**config.mk**
```make
export PLATFORM = sky130hd
export DESIGN_NAME = wb_arbiter
export DESIGN_NICKNAME = d
export VERILOG_FILES = /design/src/rtl/wb_arbiter.sv
export SDC_FILE = /design/constraint.sdc
export NUM_CORES = 1
export LEC_CHECK = 0
export CAP_MARGIN = 20
export CORE_MARGIN = 1
export CORE_UTILIZATION = 50
export DETAILED_ROUTE_END_ITERATION = 10
export GPL_ROUTABILITY_DRIVEN = 0
export HOLD_SLACK_MARGIN = 0.08
export PLACE_DENSITY_LB_ADDON = 0.1
export SYNTH_ARGS = -nofsm -noshare
export SYNTH_HDL_FRONTEND = slang
export SYNTH_SLANG_ARGS = --single-unit
```
**constraint.sdc**
```tcl
create_clock -name clk -period 3.6 [get_ports clk]
set_input_delay 0.72 -clock clk [delete_from_list [all_inputs] [get_ports clk]]
set_output_delay 0.72 -clock clk [all_outputs]
set_load 0.02 [all_outputs]
```
**src/rtl/wb_arbiter.sv**
```systemverilog
// Register-file write-port arbiter: pipeline write-back wins, long-latency results wait in a FIFO.
// Optional same-cycle bypass of an empty FIFO is enabled with `define WB_ARB_BYPASS_EN.
module wb_arbiter #(
  parameter int DEPTH        = 4,
  parameter int STARVE_LIMIT = 8
) (
  input  logic        clk,
  input  logic        rst,
  input  logic        wb_wreg,
  input  logic [4:0]  wb_wd,
  input  logic [31:0] wb_wdata,
  input  logic        lu_valid,
  input  logic [4:0]  lu_wd,
  input  logic [31:0] lu_wdata,
  output logic        lu_ready,
  output logic        rf_we,
  output logic [4:0]  rf_waddr,
  output logic [31:0] rf_wdata,
  output logic        stallreq
);

  localparam int DATA_W = 32;
  localparam int AW     = $clog2(DEPTH);
  localparam int CW     = AW + 1;
  localparam int SW     = $clog2(STARVE_LIMIT + 1);

  logic [4:0]        wd_mem   [DEPTH];
  logic [DATA_W-1:0] data_mem [DEPTH];
  logic [DEPTH-1:0]  alive;
  logic [AW-1:0]     rd_ptr;
  logic [AW-1:0]     wr_ptr;
  logic [CW-1:0]     count;
  logic [SW-1:0]     starve_cnt;
  logic              stallreq_q;

  logic full, empty, live, head_alive, head_dead, drain, pop, push, bypass;

  assign full       = (count == CW'(DEPTH));
  assign empty      = (count == '0);
  assign lu_ready   = !rst && !full;
  assign live       = wb_wreg && (wb_wd != 5'd0);
  assign head_alive = !empty && alive[rd_ptr];
  assign head_dead  = !empty && !alive[rd_ptr];
  assign drain      = !rst && !live && head_alive;
  assign pop        = drain || head_dead;
  assign stallreq   = stallreq_q;

`ifdef WB_ARB_BYPASS_EN
  assign bypass = !rst && empty && !live && lu_valid && (lu_wd != 5'd0);
`else
  assign bypass = 1'b0;
`endif

  assign push = lu_valid && lu_ready && (lu_wd != 5'd0) && !bypass;

  always_comb begin
    rf_we    = 1'b0;
    rf_waddr = 5'd0;
    rf_wdata = '0;
    if (!rst) begin
      if (live) begin
        rf_we    = 1'b1;
        rf_waddr = wb_wd;
        rf_wdata = wb_wdata;
      end else if (head_alive) begin
        rf_we    = 1'b1;
        rf_waddr = wd_mem[rd_ptr];
        rf_wdata = data_mem[rd_ptr];
      end else if (bypass) begin
        rf_we    = 1'b1;
        rf_waddr = lu_wd;
        rf_wdata = lu_wdata;
      end
    end
  end

  // Payload storage carries no reset; alive bits qualify every slot.
  always_ff @(posedge clk) begin
    if (push) begin
      wd_mem[wr_ptr]   <= lu_wd;
      data_mem[wr_ptr] <= lu_wdata;
    end
  end

  always_ff @(posedge clk) begin
    if (rst) begin
      rd_ptr     <= '0;
      wr_ptr     <= '0;
      count      <= '0;
      alive      <= '0;
      starve_cnt <= '0;
      stallreq_q <= 1'b0;
    end else begin
      // A same-cycle push is younger than the pipeline write, so it is set after the kill.
      for (int i = 0; i < DEPTH; i++) begin
        if (live && (wd_mem[i] == wb_wd)) alive[i] <= 1'b0;
      end
      if (push) begin
        alive[wr_ptr] <= 1'b1;
        wr_ptr        <= wr_ptr + AW'(1);
      end
      if (pop) rd_ptr <= rd_ptr + AW'(1);

      unique case ({push, pop})
        2'b10:   count <= count + CW'(1);
        2'b01:   count <= count - CW'(1);
        default: count <= count;
      endcase

      if (drain || empty) begin
        starve_cnt <= '0;
      end else if (head_alive && (starve_cnt != SW'(STARVE_LIMIT))) begin
        starve_cnt <= starve_cnt + SW'(1);
      end

      if (drain) begin
        stallreq_q <= 1'b0;
      end else if (head_alive && (starve_cnt >= SW'(STARVE_LIMIT - 1))) begin
        stallreq_q <= 1'b1;
      end
    end
  end

endmodule

```
==> results.json, run 1 <==
{
  "outcome": "finished clean",
  "die_w_um": 119.8,
  "clk_pin_slew_ns": 0.06,
  "placementRows": 42,
  "post_drt_wl_per_cell_um": 19.77,
  "fmax_mhz": 286.1,
  "crit_chain": "clkdlybuf4s50_1 > or4_4 > o21a_1 > nor3_4 > buf_4 > buf_12 > a22o_2 > clkdlybuf4s15_2",
  "r2r_start": "rd_ptr[0]",
  "clock_latency_ns": 0.42,
  "setup_viol": 0,
  "initial_core_util_pct": 51.81,
  "vdd_drop_max_mv": 0.3805,
  "fillCellCount": 941,
  "fin_nets": 602,
  "power_density_nw_per_um2": 559.4,
  "drtAntennaViolNets": 0,
  "port_buffers": 117,
  "chipHeight_um": 119.8,
  "setup_tns_ns": 0,
  "synthTopCellsByArea": "edfxtp_1, mux4_2, dfxtp_1",
  "synth_top_area_share_pct": 64.01,
  "dr.pass1.iters": 6,
  "crit_path_max_fanout": 21,
  "antenna_found_initial": 0,
  "cp_data_required_time_ns": 2.88,
  "cp-startpoint": "wb_wd[2]",
  "ys_types": 40,
  "viasPerCell": 5.606,
  "syn2layout_area_growth_pct": 30.74,
  "syn-num-nets": 461,
  "syn_avg_cell_area_um2": 18.51,
  "grt_pass1_wl_um": 21920,
  "period_share_pct": 97.09,
  "min_period_ns": 3.495,
  "cts_num_sinks": 166,
  "grt_pass1_vias": 4177,
  "async_flop_share_pct": 0,
  "root_buffer": "clkbuf_16",
  "io_pins": 118,
  "num_vias": 3952,
  "rsz0062_at_grt": "no",
  "dp_cells": 671,
  "path_depth": 8,
  "ctsHoldBuffers": 0,
  "worst_setup_path_end_kind": "primary output",
  "track_usage_pct": 21.19,
  "cp-endpoint": "rf_wdata[18]",
  "cts_made_buffers": 17,
  "cts_buffer_depth": 2,
  "fin_area_um2": 9077,
  "coreArea_um2": 13400,
  "placedInstanceArea_um2": 8507,
  "finClkSkew_ns": 0.006833,
  "finalWirelength_um": 13940,
  "ys_ff_latch": 166,
  "path_class": "input port to primary output",
  "worst_slack_ns": 0.1049,
  "worstPathArrival_ns": 2.78,
  "yosysSeqAreaShare_pct": 69.20,
  "synth_area_um2": 6943,
  "grt_overflow_total": 0,
  "crit_family": "buffers and inverters",
  "drv_cap": 0,
  "final_cells": 705,
  "hold_path.class": "flop to flop",
  "drv_slew": 0,
  "dp_slack_ns": -0.3830,
  "drive_above_1_share_pct": 29.30,
  "fin_util_pct": 67.74,
  "dp.final_hpwl_um": 8986,
  "tightest_slew_ns": 0.5991,
  "drt_iter0_drc": 283,
  "ys_warn_count": 0,
  "dieArea_um2": 14360,
  "synth_edf_count": 148,
  "power_mw": 5.078,
  "rr_worst_depth": 8,
  "htree_levels": 4,
  "grt_start_max_net_pins": 38,
  "drcViolationCount": 0,
  "tritoncts": "done",
  "relSlewSlack_pct": 59.97,
  "rrSetupSlack_ns": 1.09,
  "leakagePower_nw": 3.095,
  "yosysTopAreaCell": "edfxtp_1",
  "crit_path_start_kind": "input port",
  "antenna_cells": 0,
  "hold_viol_final": 0,
  "whs_ns": 0.5076,
  "slowest_stage": "or4_4",
  "synthFlopType": "edfxtp_1",
  "netlist_instances": 375,
  "worst_path_largest_cell_delay_ns": 0.49,
  "reg2reg_to": "count[2]",
  "path_buf_inv": 4
}
## power breakdown
part           internal, mW  switching, mW  total (mW)  leakage [nW]
Combinational         0.601          0.523        1.12          1.34
Clock                  1.00          0.677        1.68         0.265
Sequential             2.21         0.0656        2.27          1.49
Total                  3.81           1.27        5.08          3.10
## worst min-delay path by stage
stage                     startpoint        to  slack, ns  depth (start not counted)
after global placement      alive[3]  alive[3]       0.47                          1
after floorplan             alive[2]  alive[2]       0.46                          1
after global routing        alive[2]  alive[2]       0.52                          1
after CTS                   alive[1]  alive[1]       0.51                          1
after detailed placement    alive[2]  alive[2]       0.48                          1
final                       alive[2]  alive[2]       0.51                          1
## cells in the mapped netlist, types with 5 or more instances
master    count
and3_1        5
buf_6         5
xor2_1       16
dfxtp_1      18
clkbuf_1     10
nand4_1       5
mux4_2       38
buf_2         5
nor3_1        5
xnor2_1       9
inv_1        10
nor2_1       12
a21oi_1       8
ha_1          7
edfxtp_1    148
a22o_2       28
a22o_1        9
## routing by layer
layer  share of wire [%]  track usage (%)  vias to the layer above
met1                  41            26.07                     2005
met4                0.85            7.344                        0
met2                  52            36.02                      123
met3                 6.1            5.894                       12
li1                    -                -                     1812
met5                   0                0                        -
## repair_timing
item                       CTS  global route
gates cloned                 1             0
setup endpoints to repair   37            21
pin swaps                    2             1
resized for setup           82             0
buffers inserted             1             0
## registers in the layout, summed over array words and instances (netlist names), named ones only
| signal | cells |
|---|---|
| wr_ptr | 2 |
| alive | 4 |
| data_mem | 128 |
| stallreq | 1 |
| rd_ptr | 2 |
| wd_mem | 20 |
| count | 3 |
| starve_cnt | 4 |
## cell type report
type                    count  area, µm²  area share (%)
flip-flops and latches    166       4807           52.96
multi-input cells         178       1994           21.97
repair buffers            143       1470           16.20
clock buffers              20      436.7           4.810
well taps                 176      220.2           2.426
clock inverters            12      111.4           1.227
inverters                  10      37.54          0.4135
## cells in the final DEF, fill, tap and decap left out, types with 3 or more instances in the layout
cell type,instances
a21oi_1,8
a22o_1,9
a22o_2,28
a31o_2,4
and3_2,4
buf_12,8
buf_4,18
clkbuf_1,3
clkbuf_16,17
clkdlybuf4s15_2,21
clkdlybuf4s50_1,78
clkinv_1,5
dfxtp_1,16
dlygate4sd2_1,18
edfxtp_1,148
ha_1,7
inv_1,10
mux2_2,3
mux4_2,38
nand2_1,3
nand3_1,4
nand4_1,5
nor2_1,11
nor2b_1,3
nor3_1,5
xnor2_1,9
xor2_1,16
## worst register-to-register path, cell delays in order (launching register included)
cell and delay (ns):
dfxtp_1 0.39, mux4_2 0.62, a21oi_1 0.18, ha_1 0.19, inv_1 0.06, fa_1 0.38
xor2_1 0.17, or3_1 0.31, a21oi_1 0.14
## cell families (layout without fill, tap and decap cells)
| family | after synthesis | after routing | share of synthesized area, % |
|---|---|---|---|
| buffers and inverters | 32 | 185 | 2.415 |
| and+or+nand+nor | 45 | 46 | 3.604 |
| adders and majority gates | 8 | 8 | 1.550 |
| muxes | 42 | 42 | 12.96 |
| xor gates and xnor gates | 25 | 25 | 3.154 |
| AOI/OAI and AO/OA | 57 | 57 | 7.119 |
| DFF | 166 | 166 | 69.20 |
Power figures use the tool's default switching activity.
==> run 2, diff against run 1 <==
- ABC_CLOCK_PERIOD_IN_PS: unset -> 3600
- CORE_UTILIZATION: 50 -> 53
==> run 2 against run 1 <==
Compared with the run above: largest power group unchanged; setup slack lost 0.076 ns; clock skew is essentially flat; via count shrank 1.6%.
==> results.json, run 2 (synthesis gave the netlist of run 1 again) <==
{
  "placementRows": 41,
  "dp.final_hpwl_um": 8648,
  "finalWirelength_um": 14180,
  "syn2layout_area_growth_pct": 28.89,
  "grt_overflow_total": 0,
  "leakagePower_nw": 3.072,
  "track_usage_pct": 22.77,
  "largest_reg_flops": 128,
  "outcome": "finished clean",
  "antenna_cells": 0,
  "worst_slack_ns": 0.02938,
  "power_frac_seq_pct": 45.2,
  "hold-path-endpoint": "alive[2]",
  "vdd_drop_max_mv": 0.3275,
  "p_int_mw": 3.721,
  "drv_slew": 0,
  "grtUsageMet2_pct": 40.08,
  "chipHeight_um": 116.5,
  "fin_nets": 597,
  "drive_above_1_share_pct": 25.29,
  "cts_made_buffers": 17,
  "busiest_layer": "met2",
  "largest_registers": "data_mem x128, wd_mem x20",
  "cp_data_required_time_ns": 2.88,
  "cts_num_sinks": 166,
  "multi_input_area_um2": 1998,
  "grt_start_max_net_pins": 39,
  "htree_levels": 4,
  "grt_pass1_wl_um": 21720,
  "slowest_stage": "or4_4",
  "rr_worst_depth": 8,
  "drcViolationCount": 0,
  "worst_setup_path_end_kind": "primary output",
  "largest-register": "data_mem",
  "met3_usage_pct": 4.982,
  "antenna_found_initial": 0,
  "crit_path_start_kind": "input port",
  "crit_family": "buffers and inverters",
  "port_buffers": 117,
  "path_buf_inv": 3,
  "crit_chain": "clkdlybuf4s50_1 > or4_4 > o21a_1 > nor3_4 > buf_8 > a22o_2 > dlygate4sd2_1",
  "worst_path_largest_cell_delay_ns": 0.53,
  "relSlewSlack_pct": 61.48,
  "period_share_pct": 99.18,
  "dp_slack_ns": -0.3867,
  "drt_iter0_drc": 209,
  "hold-path-cell-count": 1,
  "dr.pass1.iters": 4,
  "hold_viol_final": 0,
  "tritoncts": "done",
  "pwr-share-clk_pct": 32.3,
  "mostFrequentLayoutCell": "edfxtp_1",
  "dieArea_um2": 13560,
  "fillCellCount": 864,
  "rrSetupSlack_ns": 1.08,
  "drtAntennaViolNets": 0,
  "regArea_um2": 4807,
  "grt_pass1_vias": 4161,
  "finClkSkew_ns": 0.006632,
  "post_drt_wl_per_cell_um": 20.44,
  "clock_latency_ns": 0.41,
  "root_buffer": "clkbuf_16",
  "path_class": "input port to primary output",
  "power.switching_mw": 1.261,
  "hold_path_startpoint": "alive[2]",
  "post_cts_buffers": 0,
  "ctsHoldBuffers": 0,
  "coreArea_um2": 12670,
  "hold_path.class": "flop to flop",
  "worstPathArrival_ns": 2.85,
  "reg2reg_to": "count[2]",
  "die_w_um": 116.5,
  "rsz0062_at_grt": "yes",
  "power_mw": 4.983,
  "crit_path_max_fanout": 21,
  "clk_pin_slew_ns": 0.06,
  "io_pins": 118,
  "initial_core_util_pct": 54.79,
  "met1_usage_pct": 27.25,
  "num_vias": 3887,
  "setup_viol": 0,
  "viasPerCell": 5.601,
  "combPwrFrac_pct": 22.5,
  "cts_buffer_depth": 2,
  "layout_common_cells": "edfxtp_1, clkdlybuf4s50_1, mux4_2, a22o_2, dlygate4sd2_1",
  "tightest_slew_ns": 0.5778,
  "r2r_start": "rd_ptr[0]",
  "drv_cap": 0,
  "power_density_nw_per_um2": 556.8,
  "min_period_ns": 3.571,
  "switching_share_pct": 25.31,
  "fmax_mhz": 280.1
}
[run 2: cell count changes in the layout (fill, tap and decap cells not counted), moves of 2 or more]
cell / before / now
clkdlybuf4s15_2: 21 / 0
clkdlybuf4s15_1: 0 / 13
dlygate4sd2_1: 18 / 23
buf_4: 18 / 14
buf_12: 8 / 5
clkinv_1: 5 / 2
clkdlybuf4s50_1: 78 / 80
clkinvlp_4: 0 / 2
[run 2: layout make-up]
class / instances / share of cell area (%)
Timing Repair Buffer: 138 / 15.30
Clock inverter: 10 / 0.9508
Inverter: 10 / 0.4195
Multi-Input combinational cell: 178 / 22.33
Clock buffer: 20 / 4.880
Sequential cell: 166 / 53.72
Tap cell: 172 / 2.405
[run 2: power by group through the flow]
stage | combinational (mW) | sequential [mW] | clock, mW
floorplan | 0.774 | 2.28 | 0
global placement | 1.14 | 2.29 | 0
detailed placement | 1.16 | 2.29 | 0
CTS | 1.14 | 2.25 | 1.64
global route | 1.22 | 2.26 | 1.70
finish | 1.12 | 2.25 | 1.61
[run 2: how the worst max path moves through the flow]
| stage | from | end | cells past startpoint |
|---|---|---|---|
| after global routing | wb_wd[0] | rf_wdata[25] | 7 |
| after CTS | wb_wd[2] | rf_waddr[2] | 7 |
| after global placement | wb_wd[2] | rf_wdata[24] | 7 |
| final | wb_wd[2] | rf_wdata[10] | 7 |
| after floorplan | wb_wd[1] | count[2] | 11 |
| after detailed placement | wb_wd[3] | rf_wdata[19] | 7 |
[run 2: metal layers]
metal  wire (µm)  up-vias
li1            -     1794
met1        5575     1953
met2        7551      122
met3         764       18
met4         293        0
met5           0        -
[run 2: per-stage QoR]
step | cells | hold slack, ns | setup TNS, ns | utilization, % | instance area [µm²]
finish | 694 | 0.4819 | 0 | 70.62 | 8949
global route | 694 | 0.4868 | -0.01497 | 70.62 | 8949
CTS | 694 | 0.4825 | 0 | 70.49 | 8932
detailed placement | 663 | 0.4689 | -12.70 | 66.56 | 8434
global placement | 663 | 0.4655 | -11.10 | 66.56 | 8434
floorplan | 375 | 0.4555 | 0 | - | 6943
[run 2: repair_timing]
item                                    CTS  global route
endpoints found under the setup margin   37            31
gates cloned                              1             0
pin swaps                                 1             0
gates resized for setup                  42            16
[run 2: worst register-to-register path, stage by stage (launching register included)]
cell     delay, ns
dfxtp_1       0.41
mux4_2        0.62
a21oi_1       0.19
ha_1          0.19
inv_1         0.05
fa_1          0.37
xor2_1        0.15
or3_1         0.31
a21oi_1       0.16
